--- src/rtl/decode_stage_if.sv ---
// -----------------------------------------------------------------------------
// lc3b_pkg       : ALU operation encoding shared by decode and the stage bus.
// decode_stage_if: bus bundle for decode_stage.
//   Upstream   : in_valid, in_ready, in_instr, in_pc
//   Control    : flush (synchronous squash), stall_hazard (load-use stall)
//   Downstream : out_valid, out_ready and the decoded bundle
//                (out_pc, out_sr1/2, out_dest, out_imm, out_alu_ctrl,
//                 out_alumux2_sel, out_read, out_write, out_load_regfile,
//                 out_load_cc, out_is_branch)
//   modport slave  : the decode stage
//   modport master : the surrounding pipeline driving the stage
// -----------------------------------------------------------------------------
package lc3b_pkg;
    typedef enum logic [2:0] {
        alu_add  = 3'd0,
        alu_and  = 3'd1,
        alu_not  = 3'd2,
        alu_pass = 3'd3,
        alu_sll  = 3'd4,
        alu_srl  = 3'd5,
        alu_sra  = 3'd6
    } lc3b_aluop;
endpackage

interface decode_stage_if #(
    parameter int DATA_W = 16,
    parameter int REG_W  = 3
);
    import lc3b_pkg::*;

    logic              flush;
    logic              in_valid;
    logic              in_ready;
    logic [DATA_W-1:0] in_instr;
    logic [DATA_W-1:0] in_pc;
    logic              out_valid;
    logic              out_ready;
    logic [DATA_W-1:0] out_pc;
    logic [REG_W-1:0]  out_sr1;
    logic [REG_W-1:0]  out_sr2;
    logic [REG_W-1:0]  out_dest;
    logic [DATA_W-1:0] out_imm;
    lc3b_aluop         out_alu_ctrl;
    logic [1:0]        out_alumux2_sel;
    logic              out_read;
    logic              out_write;
    logic              out_load_regfile;
    logic              out_load_cc;
    logic              out_is_branch;
    logic              stall_hazard;

    modport slave (
        input  flush, in_valid, in_instr, in_pc, out_ready,
        output in_ready, out_valid, out_pc, out_sr1, out_sr2, out_dest,
               out_imm, out_alu_ctrl, out_alumux2_sel, out_read, out_write,
               out_load_regfile, out_load_cc, out_is_branch, stall_hazard
    );

    modport master (
        output flush, in_valid, in_instr, in_pc, out_ready,
        input  in_ready, out_valid, out_pc, out_sr1, out_sr2, out_dest,
               out_imm, out_alu_ctrl, out_alumux2_sel, out_read, out_write,
               out_load_regfile, out_load_cc, out_is_branch, stall_hazard
    );
endinterface

--- src/rtl/decode_stage.sv ---
// -----------------------------------------------------------------------------
// decode_stage: registered LC-3b decode stage between IF/ID and EX.
//   clk, rst_n : clock, asynchronous active-low reset
//   bus        : decode_stage_if.slave (upstream valid/ready + instr/pc,
//                downstream valid/ready + decoded bundle, flush, stall_hazard)
// Decodes one instruction per accept into a control bundle held in an output
// register, and stalls consumers of a recent LDR for LOAD_BUBBLES cycles.
// Optional: define DECODE_SHF_EN to decode SHF (1101); otherwise SHF is a NOP.
// -----------------------------------------------------------------------------
module decode_stage
    import lc3b_pkg::*;
#(
    parameter int DATA_W       = 16,
    parameter int REG_W        = 3,
    parameter int LOAD_BUBBLES = 1
) (
    input  logic           clk,
    input  logic           rst_n,
    decode_stage_if.slave  bus
);

    localparam int CNT_W = (LOAD_BUBBLES > 0) ? $clog2(LOAD_BUBBLES + 1) : 1;

    // Output register occupancy; together with cnt this is the whole FSM.
    localparam logic [0:0] EMPTY = 1'b0;
    localparam logic [0:0] FULL  = 1'b1;

    typedef struct packed {
        logic [DATA_W-1:0] pc;
        logic [DATA_W-1:0] imm;
        logic [REG_W-1:0]  sr1;
        logic [REG_W-1:0]  sr2;
        logic [REG_W-1:0]  dest;
        lc3b_aluop         alu;
        logic [1:0]        mux2;
        logic              read;
        logic              write;
        logic              load_regfile;
        logic              load_cc;
        logic              is_branch;
        logic              is_load;
    } bundle_t;

    logic [0:0]        state;
    bundle_t           q;
    bundle_t           dec;
    logic              uses_sr1;
    logic              uses_sr2;
    logic [CNT_W-1:0]  cnt;
    logic [REG_W-1:0]  ld_dest;
    logic              out_valid;
    logic              hazard;
    logic              rd_ld;
    logic              rd_out;
    logic              accept;
    logic [15:0]       ir;

    assign ir        = bus.in_instr[15:0];
    assign out_valid = (state == FULL);

    // ---------------------------------------------------------------- decode
    always_comb begin
        dec          = '0;
        dec.alu      = alu_pass;
        dec.pc       = bus.in_pc;
        uses_sr1     = 1'b0;
        uses_sr2     = 1'b0;
        unique case (ir[15:12])
            4'b0001, 4'b0101: begin                 // ADD / AND
                dec.dest         = ir[11:9];
                dec.sr1          = ir[8:6];
                dec.sr2          = ir[2:0];
                dec.alu          = (ir[15:12] == 4'b0001) ? alu_add : alu_and;
                dec.load_regfile = 1'b1;
                dec.load_cc      = 1'b1;
                uses_sr1         = 1'b1;
                if (ir[5]) begin
                    dec.imm  = {{(DATA_W-5){ir[4]}}, ir[4:0]};
                    dec.mux2 = 2'b11;
                end else begin
                    uses_sr2 = 1'b1;
                end
            end
            4'b1001: begin                          // NOT
                dec.dest         = ir[11:9];
                dec.sr1          = ir[8:6];
                dec.alu          = alu_not;
                dec.load_regfile = 1'b1;
                dec.load_cc      = 1'b1;
                uses_sr1         = 1'b1;
            end
            4'b0110: begin                          // LDR
                dec.dest         = ir[11:9];
                dec.sr1          = ir[8:6];
                dec.imm          = {{(DATA_W-7){ir[5]}}, ir[5:0], 1'b0};
                dec.mux2         = 2'b01;
                dec.alu          = alu_add;
                dec.read         = 1'b1;
                dec.load_regfile = 1'b1;
                dec.load_cc      = 1'b1;
                dec.is_load      = 1'b1;
                uses_sr1         = 1'b1;
            end
            4'b0111: begin                          // STR: sr2 carries store data
                dec.sr1   = ir[8:6];
                dec.sr2   = ir[11:9];
                dec.imm   = {{(DATA_W-7){ir[5]}}, ir[5:0], 1'b0};
                dec.mux2  = 2'b01;
                dec.alu   = alu_add;
                dec.write = 1'b1;
                uses_sr1  = 1'b1;
                uses_sr2  = 1'b1;
            end
            4'b0000: begin                          // BR
                dec.imm       = {{(DATA_W-10){ir[8]}}, ir[8:0], 1'b0};
                dec.mux2      = 2'b10;
                dec.alu       = alu_add;
                dec.is_branch = 1'b1;
            end
`ifdef DECODE_SHF_EN
            4'b1101: begin                          // SHF
                dec.dest         = ir[11:9];
                dec.sr1          = ir[8:6];
                dec.imm          = {{(DATA_W-4){1'b0}}, ir[3:0]};
                dec.mux2         = 2'b11;
                dec.load_regfile = 1'b1;
                dec.load_cc      = 1'b1;
                uses_sr1         = 1'b1;
                if (!ir[4])     dec.alu = alu_sll;
                else if (ir[5]) dec.alu = alu_sra;
                else            dec.alu = alu_srl;
            end
`endif
            default: ;                              // NOP bundle
        endcase
    end

    // ---------------------------------------------------------------- hazard
    // rd_out covers the LDR leaving the output register this cycle; rd_ld
    // covers the bubble window counted by cnt after the LDR was accepted.
    always_comb begin
        rd_ld  = (uses_sr1 && dec.sr1 == ld_dest) || (uses_sr2 && dec.sr2 == ld_dest);
        rd_out = (uses_sr1 && dec.sr1 == q.dest)  || (uses_sr2 && dec.sr2 == q.dest);
        hazard = (LOAD_BUBBLES != 0) &&
                 ((rd_ld && cnt != '0) ||
                  (rd_out && out_valid && q.is_load && bus.out_ready));
    end

    assign bus.in_ready     = !bus.flush && !hazard && (!out_valid || bus.out_ready);
    assign bus.stall_hazard = hazard && bus.in_valid;
    assign accept           = bus.in_valid && bus.in_ready;

    // ---------------------------------------------------------------- state
    always_ff @(posedge clk or negedge rst_n) begin
        if (!rst_n) begin
            state   <= EMPTY;
            q       <= '0;
            q.alu   <= alu_pass;
            cnt     <= '0;
            ld_dest <= '0;
        end else if (bus.flush) begin
            state <= EMPTY;
            cnt   <= '0;
        end else begin
            if (accept) begin
                state <= FULL;
                q     <= dec;
            end else if (bus.out_ready) begin
                state <= EMPTY;
            end
            // cnt counts downstream-advancing cycles after an LDR enters the
            // output register, so a stalled EX does not consume bubbles.
            if (accept && dec.is_load && LOAD_BUBBLES != 0) begin
                cnt     <= CNT_W'(LOAD_BUBBLES);
                ld_dest <= dec.dest;
            end else if (bus.out_ready && cnt != '0) begin
                cnt <= cnt - CNT_W'(1);
            end
        end
    end

    // ---------------------------------------------------------------- outputs
    assign bus.out_valid        = out_valid;
    assign bus.out_pc           = q.pc;
    assign bus.out_sr1          = q.sr1;
    assign bus.out_sr2          = q.sr2;
    assign bus.out_dest         = q.dest;
    assign bus.out_imm          = q.imm;
    assign bus.out_alu_ctrl     = q.alu;
    assign bus.out_alumux2_sel  = q.mux2;
    assign bus.out_read         = q.read;
    assign bus.out_write        = q.write;
    assign bus.out_load_regfile = q.load_regfile;
    assign bus.out_load_cc      = q.load_cc;
    assign bus.out_is_branch    = q.is_branch;

endmodule

--- src/flat_wrapper.sv ---
// flat-port wrapper written by rule: the top's interface ports become plain ports
module decode_stage_flat import lc3b_pkg::*;
#(
    parameter int DATA_W       = 16,
    parameter int REG_W        = 3,
    parameter int LOAD_BUBBLES = 1
)
  (clk, rst_n, bus_flush, bus_in_valid, bus_in_instr, bus_in_pc, bus_out_ready, bus_in_ready, bus_out_valid, bus_out_pc, bus_out_sr1, bus_out_sr2, bus_out_dest, bus_out_imm, bus_out_alu_ctrl, bus_out_alumux2_sel, bus_out_read, bus_out_write, bus_out_load_regfile, bus_out_load_cc, bus_out_is_branch, bus_stall_hazard);
  decode_stage_if #(.DATA_W(DATA_W), .REG_W(REG_W)) bus_i ();
  input  logic clk;
  input  logic rst_n;
  input wire logic [$bits(bus_i.flush)-1:0] bus_flush;
  input wire logic [$bits(bus_i.in_valid)-1:0] bus_in_valid;
  input wire logic [$bits(bus_i.in_instr)-1:0] bus_in_instr;
  input wire logic [$bits(bus_i.in_pc)-1:0] bus_in_pc;
  input wire logic [$bits(bus_i.out_ready)-1:0] bus_out_ready;
  output wire logic [$bits(bus_i.in_ready)-1:0] bus_in_ready;
  output wire logic [$bits(bus_i.out_valid)-1:0] bus_out_valid;
  output wire logic [$bits(bus_i.out_pc)-1:0] bus_out_pc;
  output wire logic [$bits(bus_i.out_sr1)-1:0] bus_out_sr1;
  output wire logic [$bits(bus_i.out_sr2)-1:0] bus_out_sr2;
  output wire logic [$bits(bus_i.out_dest)-1:0] bus_out_dest;
  output wire logic [$bits(bus_i.out_imm)-1:0] bus_out_imm;
  output wire logic [$bits(bus_i.out_alu_ctrl)-1:0] bus_out_alu_ctrl;
  output wire logic [$bits(bus_i.out_alumux2_sel)-1:0] bus_out_alumux2_sel;
  output wire logic [$bits(bus_i.out_read)-1:0] bus_out_read;
  output wire logic [$bits(bus_i.out_write)-1:0] bus_out_write;
  output wire logic [$bits(bus_i.out_load_regfile)-1:0] bus_out_load_regfile;
  output wire logic [$bits(bus_i.out_load_cc)-1:0] bus_out_load_cc;
  output wire logic [$bits(bus_i.out_is_branch)-1:0] bus_out_is_branch;
  output wire logic [$bits(bus_i.stall_hazard)-1:0] bus_stall_hazard;
  assign bus_i.flush = bus_flush;
  assign bus_i.in_valid = bus_in_valid;
  assign bus_i.in_instr = bus_in_instr;
  assign bus_i.in_pc = bus_in_pc;
  assign bus_i.out_ready = bus_out_ready;
  assign bus_in_ready = bus_i.in_ready;
  assign bus_out_valid = bus_i.out_valid;
  assign bus_out_pc = bus_i.out_pc;
  assign bus_out_sr1 = bus_i.out_sr1;
  assign bus_out_sr2 = bus_i.out_sr2;
  assign bus_out_dest = bus_i.out_dest;
  assign bus_out_imm = bus_i.out_imm;
  assign bus_out_alu_ctrl = bus_i.out_alu_ctrl;
  assign bus_out_alumux2_sel = bus_i.out_alumux2_sel;
  assign bus_out_read = bus_i.out_read;
  assign bus_out_write = bus_i.out_write;
  assign bus_out_load_regfile = bus_i.out_load_regfile;
  assign bus_out_load_cc = bus_i.out_load_cc;
  assign bus_out_is_branch = bus_i.out_is_branch;
  assign bus_stall_hazard = bus_i.stall_hazard;
  decode_stage #(.DATA_W(DATA_W), .REG_W(REG_W), .LOAD_BUBBLES(LOAD_BUBBLES)) u_core (.clk(clk), .rst_n(rst_n), .bus(bus_i));
endmodule
--- config.mk ---
export PLATFORM = sky130hd
export DESIGN_NAME = decode_stage_flat
export DESIGN_NICKNAME = d
export VERILOG_FILES = /design/src/rtl/decode_stage_if.sv /design/src/rtl/decode_stage.sv /design/src/flat_wrapper.sv
export SDC_FILE = /design/constraint.sdc
export NUM_CORES = 1
export LEC_CHECK = 0
export ABC_AREA = 1
export BUFFER_PORTS_ARGS = -buffer_cell sky130_fd_sc_hd__buf_2
export CORE_MARGIN = 2
export CORE_UTILIZATION = 49
export DETAILED_ROUTE_END_ITERATION = 10
export GPL_TIMING_DRIVEN = 0
export PLACE_DENSITY = 0.91
export SETUP_SLACK_MARGIN = 0.2
export SLEW_MARGIN = 5
export SYNTH_ARGS = -nofsm -noshare
export SYNTH_HDL_FRONTEND = slang
export SYNTH_SLANG_ARGS = --single-unit
--- constraint.sdc ---
create_clock -name clk -period 1.8 [get_ports clk]
set_input_delay 0.18 -clock clk [delete_from_list [all_inputs] [get_ports clk]]
set_output_delay 0.18 -clock clk [all_outputs]
set_load 0.02 [all_outputs]
== Word level (Yosys, flattened, before mapping) ==
Index checks and enable logic that the tools add are counted.

* Register bits after elaboration: 56
* Input bits: 37
* Output and inout port bits: 54
* Word-level logic and storage cells: 79

* Add/sub/neg operators: 1
* Eq/ne operators: 9
* Mux-type cells: 22
* Bitwise gates (word level): 1
* Reduce and logical (&&, ||, !) cells: 31

{| class="wikitable"
|+ Operators by type and width
! kind !! number
|-
| 16-bit case mux with 3 select lines || 1
|-
| 16-bit two-way mux || 1
|-
| 1-bit logical AND || 14
|-
| 3-bit == test || 4
|-
| 4-bit by 3-bit == test with 1-bit output (second input constant) || 3
|-
| 1-bit two-way mux || 12
|-
| 3-bit case mux with 3 select lines || 1
|-
| 3-bit two-way mux || 2
|-
| 2-bit case mux with 3 select lines || 1
|-
| 3-bit case mux with 2 select lines || 1
|-
| 3-bit nonzero test || 2
|-
| 5-bit OR reduction || 1
|-
| 4-bit by 1-bit == test with 1-bit output (second input constant) || 1
|-
| 4-bit == test (second input constant) || 1
|-
| 4-bit zero test || 1
|-
| 1-bit logical OR || 4
|-
| 2-bit two-way mux || 2
|-
| 2-bit AND reduction || 2
|-
| 2-bit OR reduction || 2
|-
| 4-bit OR reduction || 1
|-
| 1-bit zero test || 3
|-
| 3-bit OR reduction || 1
|-
| 1-bit case mux with 2 select lines || 1
|-
| 1-bit inverter || 1
|-
| 1-bit subtractor (second input constant) || 1
|}

== Depth between registers and ports, before layout ==
Gate-level depths: netlist of the first run.

* Depth in word-level cells: 17
* Gate-level depth with buffers: 17
* Mapped depth without buffers: 15

== Worst setup path after synthesis of the first run ==
No wires, ideal clock.

* Path kind: input port to flip-flop
* From: input bus_in_instr[14]
* To: register u_core.q, in the netlist u_core.bus.out_imm[14]
* Setup time: 122 ps
* Arrival time: 1531 ps
* Data required time: 1678 ps
* Slack: 147 ps
* Stages on the path: 15
* Buffers on the path: 2
* Cell sequence: inv_1 nor2_2 nand3_1 a21oi_1 nor2_1 nand2_1 nand2_1 nand2_1 nand2_1 nor2_4 nand2_2 buf_6 buf_6 nand2_1 o21ai_1

* Longest elaborated chain between the ends: 15
* Elaborated cells between the ends (all ways): 34
* Classes of those cells: eq/ne (9); mux (5); reduce/logical (20)

{| class="wikitable"
|+ RTL lines
! item !! RTL line !! text
|-
| from (decl) || flat_wrapper.sv:14 || <nowiki>input wire logic [$bits(bus_i.in_instr)-1:0] bus_in_instr;</nowiki>
|-
| 4-bit by 3-bit == test with 1-bit output (tied with other cells) || decode_stage.sv:68 || <nowiki>unique case (ir[15:12])</nowiki>
|-
| 2-bit OR reduction / 5-bit OR reduction (equally long branches) || - ||
|-
| 3-bit case mux with 2 select lines / 3-bit two-way mux (equally long branches) || decode_stage.sv:68 ||
|-
| 3-bit == test || decode_stage.sv:143 || <nowiki>rd_out = (uses_sr1 && dec.sr1 == q.dest) || (uses_sr2 && dec.sr2 == q.dest);</nowiki>
|-
| 1-bit logical AND || decode_stage.sv:143 ||
|-
| 1-bit logical OR || decode_stage.sv:143 ||
|-
| 1-bit logical AND (3 in a row) || decode_stage.sv:146 || <nowiki>(rd_out && out_valid && q.is_load && bus.out_ready));</nowiki>
|-
| 1-bit logical OR || decode_stage.sv:145 || <nowiki>((rd_ld && cnt != '0) ||</nowiki>
|-
| 1-bit zero test || decode_stage.sv:149 || <nowiki>assign bus.in_ready = !bus.flush && !hazard && (!out_valid || bus.out_ready);</nowiki>
|-
| 1-bit logical AND (2 in a row) || decode_stage.sv:149 ||
|-
| 1-bit logical AND || decode_stage.sv:151 || <nowiki>assign accept = bus.in_valid && bus.in_ready;</nowiki>
|-
| 2-bit AND reduction (no line) || - ||
|-
| to (decl) || decode_stage.sv:45 || <nowiki>bundle_t q;</nowiki>
|}

Several ways; a longest one is shown, not always the timed one.
A chain may end at the register's enable or synchronous reset.

== Worst setup path after layout of the first run ==
* From: register u_core.q, in the netlist u_core.bus.out_dest[0]
* To: output bus_in_ready

* Longest elaborated chain between the ends: 10
* Elaborated cells between the ends (all ways): 12
* Classes of those cells: eq/ne (2); reduce/logical (10)

{| class="wikitable"
|+ RTL lines
! item !! RTL line !! text
|-
| 3-bit == test || decode_stage.sv:143 ||
|-
| 1-bit logical AND || decode_stage.sv:143 ||
|-
| 1-bit logical OR (*) || decode_stage.sv:143 ||
|-
| 1-bit logical AND (*) (3 in a row) || decode_stage.sv:146 ||
|-
| 1-bit logical OR (*) || decode_stage.sv:145 ||
|-
| 1-bit zero test (*) || decode_stage.sv:149 ||
|-
| 1-bit logical AND (*) (2 in a row) || decode_stage.sv:149 ||
|-
| to (decl) || flat_wrapper.sv:17 || <nowiki>output wire logic [$bits(bus_i.in_ready)-1:0] bus_in_ready;</nowiki>
|}

Every way passes the cells marked *; elsewhere a longest branch is shown, timed or not.

==> impl_metrics.json, run 1 <==
{
  "crit_path_end_kind": "primary output",
  "nNetsFinal": 445,
  "cts_buffer_depth": 2,
  "power.leakage_nw": 1.83,
  "io_pins": 91,
  "synth_seq_cells": 48,
  "cp_top_family": "flip-flops",
  "grt_pass1_wl_um": 10400,
  "synthSimpleGateAreaFrac": 0.291,
  "syn-mean-instance-area_um2": 8.06,
  "finalSetupViolations": 0,
  "status": "finished clean",
  "synth_top_family_by_area": "simple AND/OR/NAND/NOR gates",
  "hold_class": "in2async",
  "yosys-mux-area-fraction": 0,
  "dieWidth_um": 74.2,
  "r2r-start": "u_core.bus.out_dest[1]$_DFFE_PN0P_",
  "final_area_um2": 3300,
  "cts_tree": "done",
  "grt-ovfl-total": 0,
  "worst-path-buf-inv": 2,
  "vias": 2381,
  "die-area_um2": 5510,
  "hold_viol": 0,
  "wl_per_cell_um": 13.8,
  "die_h_um": 74.2,
  "drt_iter0_markers": 116,
  "cpMaxStageDelayCell": "dfrtp_2",
  "synth_top_cell_by_area": "dfrtp_1",
  "clock_sinks": 48,
  "drive_gt1_frac": 0.399,
  "cp_max_fo": 4,
  "diodes": 0,
  "grt_usage": 0.246,
  "synth.distinct_cells": 27,
  "hpwl_um": 4440,
  "htree_levels": 2,
  "areaGrowthSynthToFinish_pct": 36.6,
  "rows": 25,
  "rsz0062_at_grt": "yes",
  "synth_cells": 300,
  "synth_fa_ha_area_frac": 0,
  "worst_pin_slew_ps": 1060,
  "fmax_ghz": 0.561,
  "syn_nets": 337,
  "vdd_drop_max_v": 0.000571,
  "synth_compound_area_frac": 0.0942,
  "drv_cap": 0,
  "cts_buffers": 5,
  "busiest_layer": "met2",
  "relSlewSlack": 0.297,
  "path_class": "reg2out",
  "clkTransAtPathRegs_ps": 90,
  "synth.top_cell.area_share": 0.476,
  "ant_nets": 0,
  "tns_ps": 0,
  "crit_start": "u_core.bus.out_dest[0]$_DFFE_PN0P_",
  "drc_errors": 0,
  "design.core.area_um2": 4750,
  "fin_total_pwr_w": 0.00281,
  "start_kind": "flip-flop",
  "clock_latency_ps": 300,
  "required_ps": 1620,
  "synth_seq_area_share": 0.498,
  "antenna_found_initial": 0,
  "synth_xor_xnor_area_share": 0.0217,
  "grt_max_degree": 49,
  "power_density_nw_per_um2": 851,
  "period_share": 0.991,
  "dp_slack_ps": -308,
  "period_minus_slack_ps": 1780,
  "gp_congestion": 0.873,
  "cp_cell_sequence": "xnor2_1 -> nand4_1 -> nand2_1 -> nand2_2 -> nand2_2 -> nor2_4 -> buf_6 -> buf_6",
  "synth_area_leaders": "dfrtp_1 (48%), nand2_1 (17%), nand3_1 (6.2%)",
  "fin_ws_ps": 16.7,
  "fillers": 407,
  "slew_violations": 0,
  "worst_path_largest_cell_delay_ps": 450,
  "wirelength_um": 6590,
  "portBuffers": 88,
  "placed_area_um2": 2980,
  "hold_buffers": 0,
  "synth_area_um2": 2420,
  "grt_pass1_vias": 2315,
  "gr-usage-met1": 0.296,
  "start_util": 0.508,
  "drtPass1Iterations": 5,
  "use_met2": 0.424,
  "yosysWarnings": 0,
  "via_per_inst": 5.00,
  "finalClockSkew_ps": 7.37,
  "met3_usage": 0.0637,
  "root_buffer": "clkbuf_8",
  "crit_arrival_ps": 1600
}
routing by layer:
metal | vias to the layer above | part of all wire | routed length, um
met5 | - | 0 | 0
met4 | 0 | 0.015 | 99
met3 | 10 | 0.068 | 446
met2 | 84 | 0.50 | 3330
met1 | 1113 | 0.41 | 2710
li1 | 1174 | - | -
registers in the layout (all words and copies together) (netlist names):
signal,cells
u_core.bus.out_imm,10
u_core.bus.out_dest,3
u_core.ld_dest,3
u_core.bus.out_alu_ctrl,2
u_core.bus.out_alumux2_sel,2
u_core.bus.out_sr1,3
u_core.cnt,1
u_core.q,1
u_core.bus.out_is_branch,1
u_core.bus.out_pc,16
u_core.bus.out_valid,1
u_core.bus.out_sr2,3
u_core.bus.out_load_cc,1
u_core.bus.out_write,1
power breakdown:
part	total, W	switching [W]	internal [W]
registers	0.00128	0.0000776	0.00120
logic	0.000759	0.000466	0.000294
clock network	0.000770	0.000358	0.000413
total	0.00281	0.000901	0.00191
kinds of logic (layout without fill, tap and decap cells):
| family | count (synthesis) | after routing |
|---|---|---|
| flops | 48 | 48 |
| xor+xnor | 6 | 6 |
| other cells | 1 | 1 |
| compound gates | 40 | 40 |
| simple gates | 164 | 164 |
| buf+inv | 41 | 150 |
cell usage in the layout (no fill, tap or decap), types with 3 or more instances in the layout:
cell type / Yosys / routed
a21oi_1: 7 / 6
a22oi_1: 3 / 3
buf_2: 3 / 87
buf_4: 8 / 20
buf_6: 5 / 6
buf_8: 0 / 3
clkbuf_1: 4 / 4
clkbuf_8: 0 / 5
dfrtp_1: 46 / 43
dfrtp_2: 0 / 3
inv_1: 18 / 15
inv_2: 2 / 4
nand2_1: 109 / 101
nand2_2: 1 / 8
nand3_1: 30 / 24
nand3_2: 3 / 9
nand4_1: 6 / 6
nor2_1: 11 / 11
o21ai_0: 5 / 5
o21ai_1: 19 / 18
o21ai_2: 4 / 5
xnor2_1: 6 / 6
metrics by stage:
| step | hold WS [ps] | utilization | instances |
|---|---|---|---|
| 2_1_floorplan | -116 | - | 300 |
| 3_3_place_gp | 375 | 0.627 | 455 |
| 3_5_place_dp | 393 | 0.627 | 455 |
| 4_1_cts | 73.6 | 0.676 | 471 |
| 5_1_grt | 81.1 | 0.694 | 476 |
| 6_report | 56.5 | 0.694 | 476 |
worst reg2reg max path: cells and delay by family, from the launching register on:
kind / cells / cell delay [ps]
flops: 1 / 460
compound gates: 1 / 60
simple gates: 10 / 660
buf+inv: 4 / 490
repair_timing:
| action | CTS | global route |
|---|---|---|
| cloned | 1 | 1 |
| endpoints found under the setup margin | 49 | 50 |
| buffers inserted | 7 | 4 |
| gates resized for setup | 20 | 13 |
| pin swaps | 5 | 6 |
layout make-up:
cell class / instances / area [um^2] / share of cell area
inverter: 21 / 92.6 / 0.0280
buffer: 20 / 183 / 0.0553
tap: 67 / 83.8 / 0.0254
clock inverter: 2 / 35.0 / 0.0106
timing repair buffer: 101 / 572 / 0.173
sequential: 48 / 1210 / 0.366
clock buffer: 6 / 72.6 / 0.0220
multi-input combinational: 211 / 1060 / 0.320
synthesized netlist by cell type (all sizes together):
library cell and n:
conb 1, a21boi 1, o31ai 1, nand2 110
o21ai 28, dfstp 2, a22oi 3, dfrtp 46
xnor2 6, nand4 6, nor4 1, clkinv 1
inv 20, nand3 33, a21oi 7, buf 16
nor2 14, clkbuf 4
worst paths after layout:
check | end | slack, ps | cells past startpoint
max in group asynchronous | u_core.bus.out_dest[1]$_DFFE_PN0P_ | 1010 | 1
max | bus_in_ready | 20 | 8
min | u_core.bus.out_imm[8]$_DFFE_PN0P_ | 60 | 1
min reg2reg | u_core.bus.out_pc[2]$_DFFE_PN0P_ | 470 | 2
max reg2reg | u_core.bus.out_alumux2_sel[0]$_DFFE_PN0P_ | 40 | 15
min in group clk | u_core.bus.out_valid$_DFFE_PN0P_ | 80 | 2
Note: power is estimated with default switching activity, not from simulation.
==> run 2: changes to the inputs <==
==> constraint.sdc (replaced) <==
create_clock -name clk -period 2 [get_ports clk]
set_input_delay 0.2 -clock clk [delete_from_list [all_inputs] [get_ports clk]]
set_output_delay 0.2 -clock clk [all_outputs]
set_load 0.02 [all_outputs]
==> impl_metrics.json, run 2 (synthesis gave the netlist of run 1 again) <==
{
  "dr_wl_met3_um": 329,
  "clkTransAtPathRegs_ps": 80,
  "wl_per_cell_um": 14.7,
  "period_minus_slack_ps": 1910,
  "finalClockSkew_ps": 3.47,
  "die_h_um": 74.2,
  "die-area_um2": 5510,
  "antenna_found_initial": 0,
  "worst_pin_slew_ps": 1050,
  "slew_violations": 0,
  "areaGrowthSynthToFinish_pct": 47.7,
  "period_share": 0.953,
  "cp_num_cells": 13,
  "worst_path_largest_cell_delay_ps": 470,
  "vdd_drop_max_v": 0.000446,
  "portBuffers": 88,
  "finalSetupViolations": 0,
  "cts_buffer_depth": 2,
  "design.core.area_um2": 4750,
  "power.leakage_nw": 1.94,
  "wl_met2_um": 3620,
  "m1WireLength_um": 2870,
  "diodes": 0,
  "grt_pass1_vias": 2207,
  "grt_max_degree": 49,
  "root_buffer": "clkbuf_8",
  "final_common_cell": "buf_2",
  "largest_register_ffs": 16,
  "cpMaxStageDelayCell": "dfrtp_2",
  "fin_ws_ps": 93.5,
  "worst-path-buf-inv": 3,
  "cts_tree": "done",
  "start_kind": "flip-flop",
  "hpwl_um": 4470,
  "via_per_inst": 5.20,
  "start_util": 0.508,
  "r2r_cells": 13,
  "hold_buffers": 0,
  "status": "finished clean",
  "final_cell_mix": "buf_2 (86), nand2_1 (58), dfrtp_1 (43), nand2_2 (33), nand3_1 (27)",
  "grt_usage": 0.226,
  "cts_buffers": 5,
  "required_ps": 2190,
  "r2r-start": "u_core.bus.out_dest[0]$_DFFE_PN0P_",
  "fmax_ghz": 0.525,
  "drtPass1Iterations": 5,
  "gp_congestion": 0.881,
  "grt-ovfl-total": 0,
  "path_class": "reg2reg",
  "clock_latency_ps": 300,
  "grt_pass1_wl_um": 9560,
  "cp_top_family": "simple AND/OR/NAND/NOR gates",
  "dp_slack_ps": -160,
  "hold_class": "in2async",
  "crit_arrival_ps": 2100,
  "rows": 25,
  "cp_max_fo": 6,
  "clock_sinks": 48,
  "vias": 2467,
  "htree_levels": 2,
  "routed.top_layer": "met4",
  "cp_cell_sequence": "a21oi_1 -> nor2_1 -> nand2_1 -> nand2_1 -> nand2_2 -> nand2_2 -> nor2_4 -> buf_6 -> nand2_8 -> buf_12 -> clkbuf_16 -> nand2_2 -> o21ai_1",
  "crit_path_end_kind": "flip-flop",
  "drt_iter0_markers": 137,
  "nNetsFinal": 444,
  "ant_nets": 0,
  "drv_cap": 0,
  "rrSetupSlack_ps": 90,
  "hold_viol": 0,
  "wirelength_um": 6960,
  "drive_gt1_frac": 0.501,
  "drc_errors": 0,
  "crit_top_cell": "nand2_2",
  "power_density_nw_per_um2": 700,
  "relSlewSlack": 0.300,
  "worstReg2RegEnd": "u_core.bus.out_imm[7]$_DFFE_PN0P_",
  "dieWidth_um": 74.2,
  "io_pins": 91,
  "rsz0062_at_grt": "yes",
  "hold_ws_ps": 84.1
}
[run 2: worst max-delay path by stage]
stage	from	end	slack (ps)
after global routing	u_core.bus.out_dest[0]$_DFFE_PN0P_	u_core.bus.out_imm[7]$_DFFE_PN0P_	-8
final	u_core.bus.out_dest[0]$_DFFE_PN0P_	u_core.bus.out_imm[7]$_DFFE_PN0P_	90
after detailed placement	bus_in_instr[12]	u_core.bus.out_imm[3]$_DFFE_PN0P_	-160
after CTS	u_core.bus.out_dest[0]$_DFFE_PN0P_	bus_in_ready	90
after global placement	bus_in_instr[12]	u_core.bus.out_imm[6]$_DFFE_PN0P_	-120
after floorplan	bus_in_instr[14]	u_core.bus.out_imm[14]$_DFFE_PN0P_	330
[run 2: cell type report]
class,count,area [um^2]
clock buffers,6,72.6
inverters,21,78.8
multi-input cells,211,1280
repair buffers,100,647
flip-flops and latches,48,1210
clock inverters,1,5.00
well taps,67,83.8
fillers,335,1180
plain buffers,20,194
[run 2: metal layers]
metal | GRT usage | up-vias
met3 | 0.0569 | 14
met5 | 0 | -
met1 | 0.272 | 1200
met4 | 0.0675 | 0
met2 | 0.402 | 77
li1 | - | 1176
[run 2: power by group]
part           switching [W]  internal, W  total (W)
clock               0.000309     0.000238   0.000547
combinational       0.000452     0.000317   0.000769
sequential          0.000103      0.00108    0.00119
total               0.000863      0.00164    0.00250
[run 2: worst register-to-register path, cell delays in order (launching register included)]
cell,delay (ps)
dfrtp_2,470
a21oi_1,190
nor2_1,80
nand2_1,70
nand2_1,70
nand2_2,80
nand2_2,60
nor2_4,110
buf_6,160
nand2_8,70
buf_12,180
clkbuf_16,160
nand2_2,50
o21ai_1,60
[run 2: per-stage QoR]
stage | TNS (ps) | power [W] | area, um^2 | utilization | instances
after global routing | -10.0 | 0.00263 | 3570 | 0.751 | 474
final | 0 | 0.00250 | 3570 | 0.751 | 474
after detailed placement | -2670 | 0.00178 | 2940 | 0.619 | 455
after CTS | 0 | 0.00233 | 3060 | 0.644 | 466
after global placement | -1560 | 0.00177 | 2940 | 0.619 | 455
after floorplan | 0 | 0.00154 | 2420 | - | 300
[run 2: timing repair]
action | in CTS | in global routing
resized for setup | 4 | 109
cloned | 0 | 5
buffers inserted | 4 | 3
endpoints found under the setup margin | 11 | 50
pin swaps | 1 | 6
==> run 3: changes to the inputs <==
--- a/config.mk
+++ b/config.mk
@@ -5,10 +5,10 @@
 export SDC_FILE = /design/constraint.sdc
 export NUM_CORES = 1
 export LEC_CHECK = 0
-export ABC_AREA = 1
+export ABC_AREA = 0
 export BUFFER_PORTS_ARGS = -buffer_cell sky130_fd_sc_hd__buf_2
 export CORE_MARGIN = 2
-export CORE_UTILIZATION = 49
+export CORE_UTILIZATION = 50
 export DETAILED_ROUTE_END_ITERATION = 10
 export GPL_TIMING_DRIVEN = 0
 export PLACE_DENSITY = 0.91
==> impl_metrics.json, run 3 <==
{
  "largest_register_ffs": 16,
  "path_class": "reg2reg",
  "drtPass1Iterations": 4,
  "start_util": 0.511,
  "fin_total_pwr_w": 0.00257,
  "antenna_found_initial": 0,
  "drive_gt1_frac": 0.531,
  "crit_path_end_kind": "flip-flop",
  "diodes": 0,
  "fmax_ghz": 0.415,
  "wl_per_cell_um": 15.9,
  "via_per_inst": 5.23,
  "post-route-util": 0.696,
  "cts_tree": "done",
  "relSlewSlack": 0.300,
  "synth_edf_count": 0,
  "synth.distinct_cells": 42,
  "synthArstFlopShare": 1.00,
  "hold_ws_ps": 76.3,
  "grt_pass1_wl_um": 9320,
  "syn-mean-instance-area_um2": 11.9,
  "slew_violations": 0,
  "synth_area_um2": 2570,
  "dieWidth_um": 75.8,
  "dp_slack_ps": -618,
  "clock_sinks": 48,
  "hold_class": "in2async",
  "netlist_top_cells_count": "dfrtp_1 (46), mux2_4 (28), a21oi_1 (13), inv_1 (13), nand2_1 (12)",
  "rsz0062_at_grt": "yes",
  "design.core.area_um2": 5040,
  "synth.top_cell.area_share": 0.447,
  "period_minus_slack_ps": 2410,
  "final_cell_mix": "buf_2 (86), dfrtp_1 (43), mux2_4 (31), inv_1 (13)",
  "violations": "setup timing",
  "fin_ws_ps": -408,
  "root_buffer": "clkbuf_8",
  "drt_iter0_markers": 78,
  "die-area_um2": 5740,
  "synth_cells": 217,
  "yosysWarnings": 0,
  "fillers": 373,
  "drv_cap": 0,
  "synth_seq_cells": 48,
  "crit_arrival_ps": 2590,
  "period_share": 1.20,
  "final_common_cell": "buf_2",
  "hold_buffers": 0,
  "power.leakage_nw": 1.75,
  "finalClockSkew_ps": 12.9,
  "cts_buffers": 5,
  "tns_ps": -16210,
  "grt_pass1_vias": 1928,
  "cts_buffer_depth": 2,
  "grt_max_degree": 49,
  "cp_max_fo": 9,
  "synth_top_cell_by_area": "dfrtp_1",
  "io_pins": 91,
  "status": "finished with violations",
  "synth_ff_type": "dfrtp_1",
  "clkTransAtPathRegs_ps": 90,
  "synth_area_leaders": "dfrtp_1 (45%), mux2_4 (16%), mux2i_1 (3.9%)",
  "gp_congestion": 0.857,
  "hpwl_um": 4250,
  "grt_usage": 0.218,
  "vias": 2061,
  "ant_nets": 0,
  "htree_levels": 2,
  "power_density_nw_per_um2": 734,
  "start_kind": "flip-flop",
  "yosysMostFrequentCell": "dfrtp_1",
  "die_h_um": 75.8,
  "vdd_drop_max_v": 0.000476,
  "synth_seq_area_share": 0.467,
  "drc_errors": 0,
  "worst_pin_slew_ps": 1050,
  "grt-ovfl-total": 0,
  "areaGrowthSynthToFinish_pct": 36.2,
  "hold_viol": 0,
  "required_ps": 2190,
  "rows": 26,
  "syn_nets": 254,
  "portBuffers": 88,
  "finalSetupViolations": 49,
  "clock_latency_ps": 310,
  "nNetsFinal": 360,
  "wirelength_um": 6270
}
[run 3: layer usage]
metal,global-route usage,part of all wire,up-vias
met5,0,0,-
met1,0.264,0.40,1000
met2,0.383,0.51,85
met4,0.0663,0.022,0
met3,0.0529,0.069,13
li1,-,-,963
[run 3: path summary, 6_finish.rpt]
check,start,cells after the start,endpoint,slack (ps)
setup / recovery,u_core.bus.out_valid$_DFFE_PN0P_,8,u_core.bus.out_imm[2]$_DFFE_PN0P_,-410
hold / removal,rst_n,1,u_core.ld_dest[0]$_DFFE_PN0P_,80
setup reg to reg,u_core.bus.out_valid$_DFFE_PN0P_,8,u_core.bus.out_imm[2]$_DFFE_PN0P_,-410
hold reg to reg,u_core.bus.out_pc[10]$_DFFE_PN0P_,1,u_core.bus.out_pc[10]$_DFFE_PN0P_,510
max in group asynchronous,rst_n,1,u_core.bus.out_dest[2]$_DFFE_PN0P_,1230
min in group clk,bus_in_pc[6],2,u_core.bus.out_pc[6]$_DFFE_PN0P_,130
[run 3: cell type report]
class | instances | area [um^2] | share of cell area
Sequential cell | 48 | 1210 | 0.344
Clock buffer | 7 | 76.3 | 0.0218
Inverter | 13 | 48.8 | 0.0139
Multi-Input combinational cell | 140 | 1270 | 0.361
Tap cell | 70 | 87.6 | 0.0250
Buffer | 16 | 191 | 0.0546
Timing Repair Buffer | 99 | 626 | 0.178
Clock inverter | 1 | 5.00 | 0.00143
[run 3: power breakdown]
group	internal [W]	switching, W
Sequential	0.00110	0.0000813
Clock	0.000246	0.000307
Combinational	0.000403	0.000435
[run 3: what timing repair did]
item                                    in CTS  in global routing
gates cloned                                 2                  2
pin swaps                                    4                  1
resized for setup                           18                 12
buffers inserted                             5                  2
endpoints found under the setup margin      50                 50
[run 3: worst max-delay path: stages, from the launching register on]
cell	delay [ps]
dfrtp_2	370
and3_4	190
or4b_4	490
a2111oi_4	270
a311oi_2	160
o41a_1	170
buf_12	180
clkbuf_16	160
mux2_4	290
[run 3: logic make-up after synthesis]
group           share of synthesized area
simple gates                        0.108
flops                               0.467
mux                                 0.233
compound gates                     0.0967
buf+inv                            0.0695
xor+xnor                           0.0238
other cells                       0.00146
[run 3: per-stage QoR]
stage	cell area [um^2]	std cells
6_report	3510	394
5_1_grt	3510	394
4_1_cts	3400	390
3_5_place_dp	3170	375
3_3_place_gp	3170	375
2_1_floorplan	2640	217
